`config.mk`:
```
export PLATFORM = sky130hd
export DESIGN_NAME = stage_mem
export DESIGN_NICKNAME = d
export VERILOG_FILES = /design/src/rtl/stage_mem_pkg.sv /design/src/rtl/stage_mem.sv
export SDC_FILE = /design/constraint.sdc
export NUM_CORES = 1
export LEC_CHECK = 0
export ABC_AREA = 1
export CAP_MARGIN = 20
export CORE_MARGIN = 1
export CORE_UTILIZATION = 43
export DETAILED_ROUTE_END_ITERATION = 8
export PLACE_DENSITY = 0.92
export RECOVER_POWER = 25
export SLEW_MARGIN = 20
export SYNTH_ARGS = -nofsm -noshare
export SYNTH_HDL_FRONTEND = slang
export SYNTH_SLANG_ARGS = --single-unit
export TNS_END_PERCENT = 10
```
`constraint.sdc`:
```
create_clock -name clk -period 6 [get_ports clk]
set_clock_uncertainty 0.05 [all_clocks]
set_input_delay 0.9 -clock clk [delete_from_list [all_inputs] [get_ports clk]]
set_output_delay 0.9 -clock clk [all_outputs]
set_load 0.1 [all_outputs]
```
`src/rtl/stage_mem_pkg.sv`:
```
// Shared pipeline definitions for the memory stage.
// Holds the FSM state encoding, the memory-op encoding and the op decoder
// used by stage_mem.
package stage_mem_pkg;

    // FSM state encoding
    typedef logic [0:0] state_t;
    localparam state_t ST_IDLE = 1'b0;
    localparam state_t ST_WAIT = 1'b1;

    // Memory-op encoding
    typedef logic [1:0] op_t;
    localparam op_t OP_NOP   = 2'd0;
    localparam op_t OP_LOAD  = 2'd1;
    localparam op_t OP_STORE = 2'd2;

    // A store takes priority: a register-write flag on a store is ignored.
    function automatic op_t decode_op(input logic wreg_en, input logic wmem_en);
        if (wmem_en) begin
            return OP_STORE;
        end else if (wreg_en) begin
            return OP_LOAD;
        end
        return OP_NOP;
    endfunction

endpackage

```
`src/rtl/stage_mem.sv`:
```
// Memory pipeline stage.
// Accepts a load/store from ID/EX, issues one registered memory request and
// stalls upstream until the memory acknowledges or the wait times out.
// Ports:
//   clk, reset        clock, asynchronous active-high reset
//   enable            accept a new op from ID/EX
//   WRegEn_in         op writes a register (load)
//   WMemEn_in         op writes memory (store)
//   r1_data_in        address source (low addr_width bits used)
//   r2_data_in        store data
//   wReg1_in          destination register
//   mem_req/mem_we    registered memory request / write strobe
//   mem_addr/wdata    registered memory address / write data
//   mem_ack/rdata     memory acknowledge / read data
//   stall_out         high while waiting on memory
//   WRegEn_out        one-cycle writeback pulse per completed load
//   wReg1_out         writeback register
//   wData_out         writeback data
//   err_out           sticky timeout flag
module stage_mem
    import stage_mem_pkg::*;
#(
    parameter int unsigned data_width = 32,
    parameter int unsigned reg_addr   = 3,
    parameter int unsigned addr_width = 8,
    parameter int unsigned TIMEOUT    = 16
) (
    input  logic                  clk,
    input  logic                  reset,
    input  logic                  enable,
    input  logic                  WRegEn_in,
    input  logic                  WMemEn_in,
    input  logic [data_width-1:0] r1_data_in,
    input  logic [data_width-1:0] r2_data_in,
    input  logic [reg_addr-1:0]   wReg1_in,
    output logic                  mem_req,
    output logic                  mem_we,
    output logic [addr_width-1:0] mem_addr,
    output logic [data_width-1:0] mem_wdata,
    input  logic                  mem_ack,
    input  logic [data_width-1:0] mem_rdata,
    output logic                  stall_out,
    output logic                  WRegEn_out,
    output logic [reg_addr-1:0]   wReg1_out,
    output logic [data_width-1:0] wData_out,
    output logic                  err_out
);

    localparam logic [7:0] cnt_last = 8'(TIMEOUT - 1);

    state_t                state_q, state_d;
    logic [7:0]            cnt_q, cnt_d;
    logic                  req_q, req_d;
    logic                  we_q, we_d;
    logic [addr_width-1:0] addr_q, addr_d;
    logic [data_width-1:0] wdata_q, wdata_d;
    logic [reg_addr-1:0]   dest_q, dest_d;
    logic                  is_load_q, is_load_d;
    logic                  wen_q, wen_d;
    logic [reg_addr-1:0]   wreg_q, wreg_d;
    logic [data_width-1:0] wb_q, wb_d;
    logic                  err_q, err_d;
    op_t                   op;

    // Upper address bits are intentionally dropped.
    logic unused_r1;
    assign unused_r1 = ^r1_data_in;

    assign op = decode_op(WRegEn_in, WMemEn_in);

    always_comb begin
        state_d   = state_q;
        cnt_d     = cnt_q;
        req_d     = req_q;
        we_d      = we_q;
        addr_d    = addr_q;
        wdata_d   = wdata_q;
        dest_d    = dest_q;
        is_load_d = is_load_q;
        wen_d     = 1'b0;
        wreg_d    = wreg_q;
        wb_d      = wb_q;
        err_d     = err_q;
        case (state_q)
            ST_IDLE: begin
                if (enable && op != OP_NOP) begin
                    req_d     = 1'b1;
                    we_d      = (op == OP_STORE);
                    addr_d    = r1_data_in[addr_width-1:0];
                    wdata_d   = r2_data_in;
                    dest_d    = wReg1_in;
                    is_load_d = (op == OP_LOAD);
                    cnt_d     = '0;
                    state_d   = ST_WAIT;
                end
            end
            ST_WAIT: begin
                // Ack is checked first so it wins over a simultaneous timeout.
                if (mem_ack) begin
                    req_d   = 1'b0;
                    state_d = ST_IDLE;
                    if (is_load_q) begin
                        wen_d  = 1'b1;
                        wb_d   = mem_rdata;
                        wreg_d = dest_q;
                    end
                end else if (cnt_q == cnt_last) begin
                    req_d   = 1'b0;
                    err_d   = 1'b1;
                    state_d = ST_IDLE;
                end else begin
                    cnt_d = cnt_q + 8'd1;
                end
            end
            default: state_d = ST_IDLE;
        endcase
    end

    always_ff @(posedge clk or posedge reset) begin
        if (reset) begin
            state_q   <= ST_IDLE;
            cnt_q     <= '0;
            req_q     <= 1'b0;
            we_q      <= 1'b0;
            addr_q    <= '0;
            wdata_q   <= '0;
            dest_q    <= '0;
            is_load_q <= 1'b0;
            wen_q     <= 1'b0;
            wreg_q    <= '0;
            wb_q      <= '0;
            err_q     <= 1'b0;
        end else begin
            state_q   <= state_d;
            cnt_q     <= cnt_d;
            req_q     <= req_d;
            we_q      <= we_d;
            addr_q    <= addr_d;
            wdata_q   <= wdata_d;
            dest_q    <= dest_d;
            is_load_q <= is_load_d;
            wen_q     <= wen_d;
            wreg_q    <= wreg_d;
            wb_q      <= wb_d;
            err_q     <= err_d;
        end
    end

    assign mem_req    = req_q;
    assign mem_we     = we_q;
    assign mem_addr   = addr_q;
    assign mem_wdata  = wdata_q;
    assign stall_out  = (state_q == ST_WAIT);
    assign WRegEn_out = wen_q;
    assign wReg1_out  = wreg_q;
    assign wData_out  = wb_q;
    assign err_out    = err_q;

endmodule

```
==> metrics.md, run 1 <==
| Metric | Value |
|---|---|
| Sequential area share after synthesis | 62.93% |
| Synth Warn # | 0 |
| Row cnt | 33 |
| Ranking of synthesized cells by area | dfrtp_1 (63%), nand2_1 (27%), buf_2 (1.6%) |
| Min Tclk post-route | 3.209 ns |
| Unrepaired setup endpoints after global routing | false |
| Setup violation total in the final timing report | 0 |
| Post-synthesis register bit count | 92 |
| Failing checks | capacitance limit, slew limit |
| CP Cell Sequence | dlygate4sd3_1, nand3_2, clkinv_1, nand2_1, nand2_1 |
| Fmax | 311.6 MHz |
| Port Buffers | 160 |
| Final critical-path setup slack | 2.791 ns |
| P_leak | 2.737 nW |
| CTS Root Cell | clkbuf_8 |
| CP endpoint kind | flip-flop |
| Final TNS setup | 0 ns |
| Post-CTS Hold Fix Bufs | 0 |
| Synth cell count leaders | nand2_1 (264), dfrtp_1 (92), nor2_1 (13), buf_2 (12), nand3_1 (12) |
| Share of cells above drive strength 1 | 4.281% |
| Critical Path Most Common Cell | nand2_1 |
| Post-synthesis cell area | 0.003659 sq mm |
| Number of CTS-inserted buffers | 9 |
| Clk_lat worst skew | 0.36 ns |
| Largest net degree at the start of global routing | 56 |
| Wire length of the first global-routing pass | 15030 um |
| Kind of critical path | input pin to flip-flop |
| Slowest cell on the critical path | clkinv_1 |
| DRC violations left | 0 |
| Startpoint types | input pin |
| H-tree Lvls | 3 |
| Vias in the first global route | 3280 |
| Library cells used by synthesis | 23 |
| Synth area leader | dfrtp_1 |
| Biggest cell delay along the critical path | 0.98 ns |
| Setup WS pre-CTS | 2.508 ns |
| Die width | 94.24 um |
| Initial antenna violation count | 0 |
| Design Area, Final | 0.005520 sq mm |
| CTS tree | yes |
| Core Area | 0.008217 sq mm |
| Io pins | 185 |
| Drt total wl | 9340 um |
| Die area | 0.008881 sq mm |
| Worst Tran Pin Value | 2.044 ns |
| All-Layer GR Usage | 21.81% |
| FFs w/ async S/R, synth | 100.0% |
| Nets | 685 |
| Bufs on Longest Clock Path | 2 |
| Outcome | finished with violations |
| Buffers and inverters on the worst path | 2 |
| Final hold slack | 0.4238 ns |
| Layout area overhead | 50.89% |
| Placer Congestion | 0.8109 |
| Pwr dens | 598.7 mW/mm^2 |
| Yosys top cell area share | 62.93% |
| Final Slew Violations | 49 |
| Main synth FF type | dfrtp_1 |
| Worst EP arrival | 3.39 ns |
| CP delay by family, top | buffers and inverters |
| Most frequent cell after synthesis | nand2_1 |
| Period utilisation layout | 53.48% |
| Hpwl dp | 6499 um |
| WL/cell | 13.56 um |
| Setup Buffers After CTS | 0 |
| Fillers | 644 |
| Peak supply drop | 0.0002706 V |
| Worst-path clk slew | 0.10 ns |
| DR vias | 3245 |
| Post-Syn Nets | 528 |
| Synthesized area per cell | 8.669 sq um |
| Post-synthesis cell count | 422 |
| Worst Hold Class | flip-flop to flip-flop |
| Initial Utilization | 44.53% |
| Rel. slew slack | -37.03% |
| N_diodes | 0 |
| Worst Path Max Fanout | 36 |
| TritonRoute pass-1 iters | 4 |
| Max-cap violations | 1 |
| Antenna-violating nets left | 0 |
| EDFF count, synth | 0 |
| Worst EP required | 6.19 ns |
| Hold Violations, Final | 0 |
| Cts repair resizes | 0 |
| Post-DR vias/cell | 4.710 |
| Die height | 94.24 um |
| Final Util | 67.18% |
| GR Overflow Total | 0 |
| Placed Area | 0.005329 sq mm |
| Clock sinks | 92 |
| Starting DRT DRC Count | 134 |
## area by class of cell
cell class / count / area (sq um) / share of cell area, %
Sequential cell: 92 / 2302 / 41.70
Timing Repair Buffer: 161 / 1609 / 29.15
Multi-Input combinational cell: 305 / 1240 / 22.46
Tap cell: 105 / 131.4 / 2.380
Clock buffer: 10 / 127.6 / 2.312
Clock inverter: 6 / 71.32 / 1.292
Inverter: 10 / 38.79 / 0.7026
## power by group
part           leakage [nW]  switching [W]  internal, W
logic                  1.49        0.00156     0.000417
clock network        0.0935       0.000225     0.000197
registers              1.16       0.000108     0.000804
## worst paths after layout
kind | slack, ns | cells after the start | start | to
max | 2.79 | 5 | mem_ack | wData_out[8]
min | 0.42 | 2 | dest_q[2] | wReg1_out[2]
max reg2reg | 3.42 | 4 | stall_out | wData_out[8]
min reg2reg | 0.42 | 2 | dest_q[2] | wReg1_out[2]
max in group asynchronous | 3.07 | 3 | reset | mem_wdata[28]
min in group asynchronous | 1.47 | 2 | reset | wData_out[14]
## placed cells by master, fill, tap and decap left out, types with 2 or more instances in the layout
master           synthesis  final
nand3_2                  2      2
or2_2                    2      2
dfrtp_1                 92     92
nor2_1                  13     13
inv_1                    7      6
clkinvlp_4               0      2
dlygate4sd3_1            0      3
inv_2                    2      2
nand2_1                264    265
clkbuf_8                 0      9
clkdlybuf4s50_1          0    157
inv_6                    0      2
nand3_1                 12     12
## metal layers
layer | track usage, % | vias to the layer above | share of wire, %
met2 | 37.50 | 121 | 52
met5 | 0 | - | 0
met1 | 25.77 | 1515 | 40
met4 | 9.744 | 0 | 1.7
met3 | 5.097 | 16 | 6.4
li1 | - | 1593 | -
## logic make-up (layout without fill, tap and decap cells)
kind of cell | after synthesis | after routing | share of synthesized area [%]
compound gates | 6 | 6 | 1.334
xor+xnor | 2 | 2 | 0.4789
fa+ha+maj | 1 | 1 | 0.3419
buf+inv | 25 | 187 | 2.976
flops | 92 | 92 | 62.93
simple gates | 296 | 296 | 31.94
## through the flow
step,instances,power (W)
global placement,673,0.002867
global route,689,0.003431
finish,689,0.003305
CTS,689,0.003323
floorplan,422,0.002402
detailed placement,673,0.002900
## flip-flops by register name, indices dropped and copies added (netlist names)
name,flops
mem_addr,8
wReg1_out,3
wData_out,32
err_out,1
dest_q,3
cnt_q,8
stall_out,1
mem_we,1
is_load_q,1
WRegEn_out,1
mem_req,1
mem_wdata,32
## worst reg2reg max path, stage by stage, from the launching register on
cell and delay (ns):
dfrtp_1 0.48, nand3_2 0.53, clkinv_1 1.00, nand2_1 0.31
nand2_1 0.10
Power figures use the tool's default switching activity.
==> run 2, diff against run 1 <==
--- a/config.mk
+++ b/config.mk
@@ -8,9 +8,9 @@
 export ABC_AREA = 1
 export CAP_MARGIN = 20
 export CORE_MARGIN = 1
-export CORE_UTILIZATION = 43
+export CORE_UTILIZATION = 40
 export DETAILED_ROUTE_END_ITERATION = 8
-export PLACE_DENSITY = 0.92
+export PLACE_DENSITY = 0.87
 export RECOVER_POWER = 25
 export SLEW_MARGIN = 20
 export SYNTH_ARGS = -nofsm -noshare
==> constraint.sdc (replaced) <==
create_clock -name clk -period 3.3 [get_ports clk]
set_clock_uncertainty 0.05 [all_clocks]
set_input_delay 0.495 -clock clk [delete_from_list [all_inputs] [get_ports clk]]
set_output_delay 0.495 -clock clk [all_outputs]
set_load 0.1 [all_outputs]
==> metrics.md, run 2 (synthesized netlist as in run 1, its figures left out) <==
| Metric | Value |
|---|---|
| Starting DRT DRC Count | 156 (+16%) |
| DRC violations left | 26 (+26) |
| Worst Path Max Fanout | 2 (-94%) |
| Setup violation total in the final timing report | 0 (unchanged) |
| Nets | 687 (+0.29%) |
| Worst EP required | 2.75 ns (-3.44 ns) |
| TritonRoute pass-1 iters | 7 (+3) |
| Design Area, Final | 0.005570 sq mm (+0.91%) |
| Final TNS setup | 0 ns (unchanged) |
| Initial Utilization | 41.55% (-3.0 points) |
| Post-CTS Hold Fix Bufs | 0 (unchanged) |
| Io pins | 185 (unchanged) |
| Failing checks | DRC |
| Worst hold endpoint | err_out |
| Placed insts | 678 (+0.74%) |
| R2R Setup Slk | 1.48 ns (-1.94 ns) |
| Buffers and inverters on the worst path | 1 (-1) |
| Post-Layout Cell Count | 694 (+0.73%) |
| Max-cap violations | 0 (-1) |
| Startpoint types | flip-flop |
| Rel. slew slack | 32.68% (+70 points) |
| Layout area overhead | 52.26% |
| Die width | 97.64 um (+3.6%) |
| DR vias | 3230 (-0.46%) |
| Wire length of the first global-routing pass | 15180 um (+1.0%) |
| Worst Hold Class | flip-flop to flip-flop |
| H-tree Lvls | 3 (unchanged) |
| Row cnt | 34 (+3.0%) |
| Share of cells above drive strength 1 | 5.802% (+1.5 points) |
| Post-DR vias/cell | 4.654 (-1.2%) |
| Hold Violations, Final | 0 (unchanged) |
| Number of CTS-inserted buffers | 9 (unchanged) |
| Clk_lat worst skew | 0.34 ns (-0.02 ns) |
| WL/cell | 12.81 um (-5.5%) |
| Final Total Pwr | 0.006069 W (+84%) |
| Pwr dens | 1089 mW/mm^2 (+82%) |
| N_diodes | 0 (unchanged) |
| Min Tclk post-route | 2.413 ns |
| Peak supply drop | 0.0005129 V (+90%) |
| Hpwl dp | 6197 um (-4.6%) |
| All-Layer GR Usage | 19.85% (-2.0 points) |
| Fmax | 414.4 MHz |
| Core Area | 0.008806 sq mm (+7.2%) |
| P_leak | 2.773 nW (+1.3%) |
| Most frequent cells in the layout | nand2_1 (264), clkdlybuf4s50_1 (154), dfrtp_1 (92) |
| Largest net degree at the start of global routing | 93 (+66%) |
| Worst R2R End | wData_out[19] |
| Hold Crit Depth | 1 (-1) |
| Worst Setup SP | wData_out[13] |
| GR Overflow Total | 0 (unchanged) |
| RR Startpoint | stall_out |
| Bufs on Longest Clock Path | 2 (unchanged) |
| Final critical-path setup slack | 0.8869 ns (-1.904 ns) |
| CTS tree | yes |
| Slowest cell on the critical path | clkdlybuf4s50_1 |
| Clock sinks | 92 (unchanged) |
| CTS Root Cell | clkbuf_8 |
| Drt total wl | 8889 um (-4.8%) |
| Port Buffers | 160 (unchanged) |
| Initial antenna violation count | 0 (unchanged) |
| Biggest cell delay along the critical path | 1.15 ns (+0.17 ns) |
| Worst-case reg-to-reg path depth | 4 (unchanged) |
| Worst EP arrival | 1.87 ns (-1.52 ns) |
| Kind of critical path | flip-flop to primary output |
| CP delay by family, top | buffers and inverters |
| Worst-path clk slew | 0.10 ns (about the same) |
| Setup Buffers After CTS | 0 (unchanged) |
| Die area | 0.009533 sq mm (+7.3%) |
| Setup WS pre-CTS | 0.8960 ns (-1.612 ns) |
| Vias in the first global route | 3363 (+2.5%) |
| Cts repair resizes | 0 (unchanged) |
| Min-delay src | err_out |
| CP endpoint kind | primary output |
| Period utilisation layout | 73.12% |
| Outcome | finished with violations |
| Unrepaired setup endpoints after global routing | false |
| Placed Area | 0.005348 sq mm (+0.35%) |
| Antenna-violating nets left | 0 (unchanged) |
| Placer Congestion | 0.8030 (-0.97%) |
| Worst Tran Pin Value | 1.007 ns (-1.038 ns) |
| Final Slew Violations | 0 (-100%) |
| Die height | 97.64 um (+3.6%) |
| Most common cell after layout, fill and taps aside | nand2_1 |
| CP Cell Sequence | clkdlybuf4s50_1 |
## run 2: cell types whose count changed in the layout (fill, tap and decap cells not counted), sizes merged
cell / before / now
buf: 1 / 8
clkbuf: 10 / 9
clkinv: 2 / 3
clkdlybuf4s50: 157 / 154
clkinvlp: 3 / 2
bufinv: 1 / 2
dlygate4sd3: 3 / 1
## run 2: metal layers
| metal | GRT usage, % | vias to the layer above | routed length [um] |
|---|---|---|---|
| li1 | - | 1601 | - |
| met1 | 24.14 | 1502 | 3846 |
| met2 | 33.01 | 120 | 4194 |
| met3 | 7.842 | 7 | 763 |
| met4 | 4.895 | 0 | 85 |
| met5 | 0 | - | 0 |
## run 2: area by class of cell
type / instances / area, sq um
flip-flops and latches: 92 / 2302
repair buffers: 163 / 1624
well taps: 108 / 135.1
inverters: 10 / 38.79
clock inverters: 7 / 98.84
fillers: 732 / 3236
clock buffers: 9 / 123.9
multi-input cells: 305 / 1247
## run 2: power by group
part	internal, W	leakage [nW]	switching, W
Clock	0.000432	0.110	0.000404
Sequential	0.00146	1.16	0.000189
Combinational	0.000760	1.50	0.00282
Total	0.00265	2.77	0.00342
## run 2: how the worst max path moves through the flow
stage,slack [ns],end,depth (start not counted)
6_report,0.89,wData_out[13],1
4_1_cts,0.86,wData_out[4],1
3_3_place_gp,1.00,mem_wdata[23],6
3_5_place_dp,0.90,wData_out[19],5
2_1_floorplan,0.36,WRegEn_out,1
5_1_grt,0.81,wData_out[13],1
## run 2: through the flow
step / hold WS [ns] / utilization, %
finish: 0.4209 / 63.26
global placement: 0.3950 / 60.73
floorplan: 0.3922 / -
global route: 0.4360 / 63.26
CTS: 0.4221 / 63.26
detailed placement: 0.3999 / 60.73
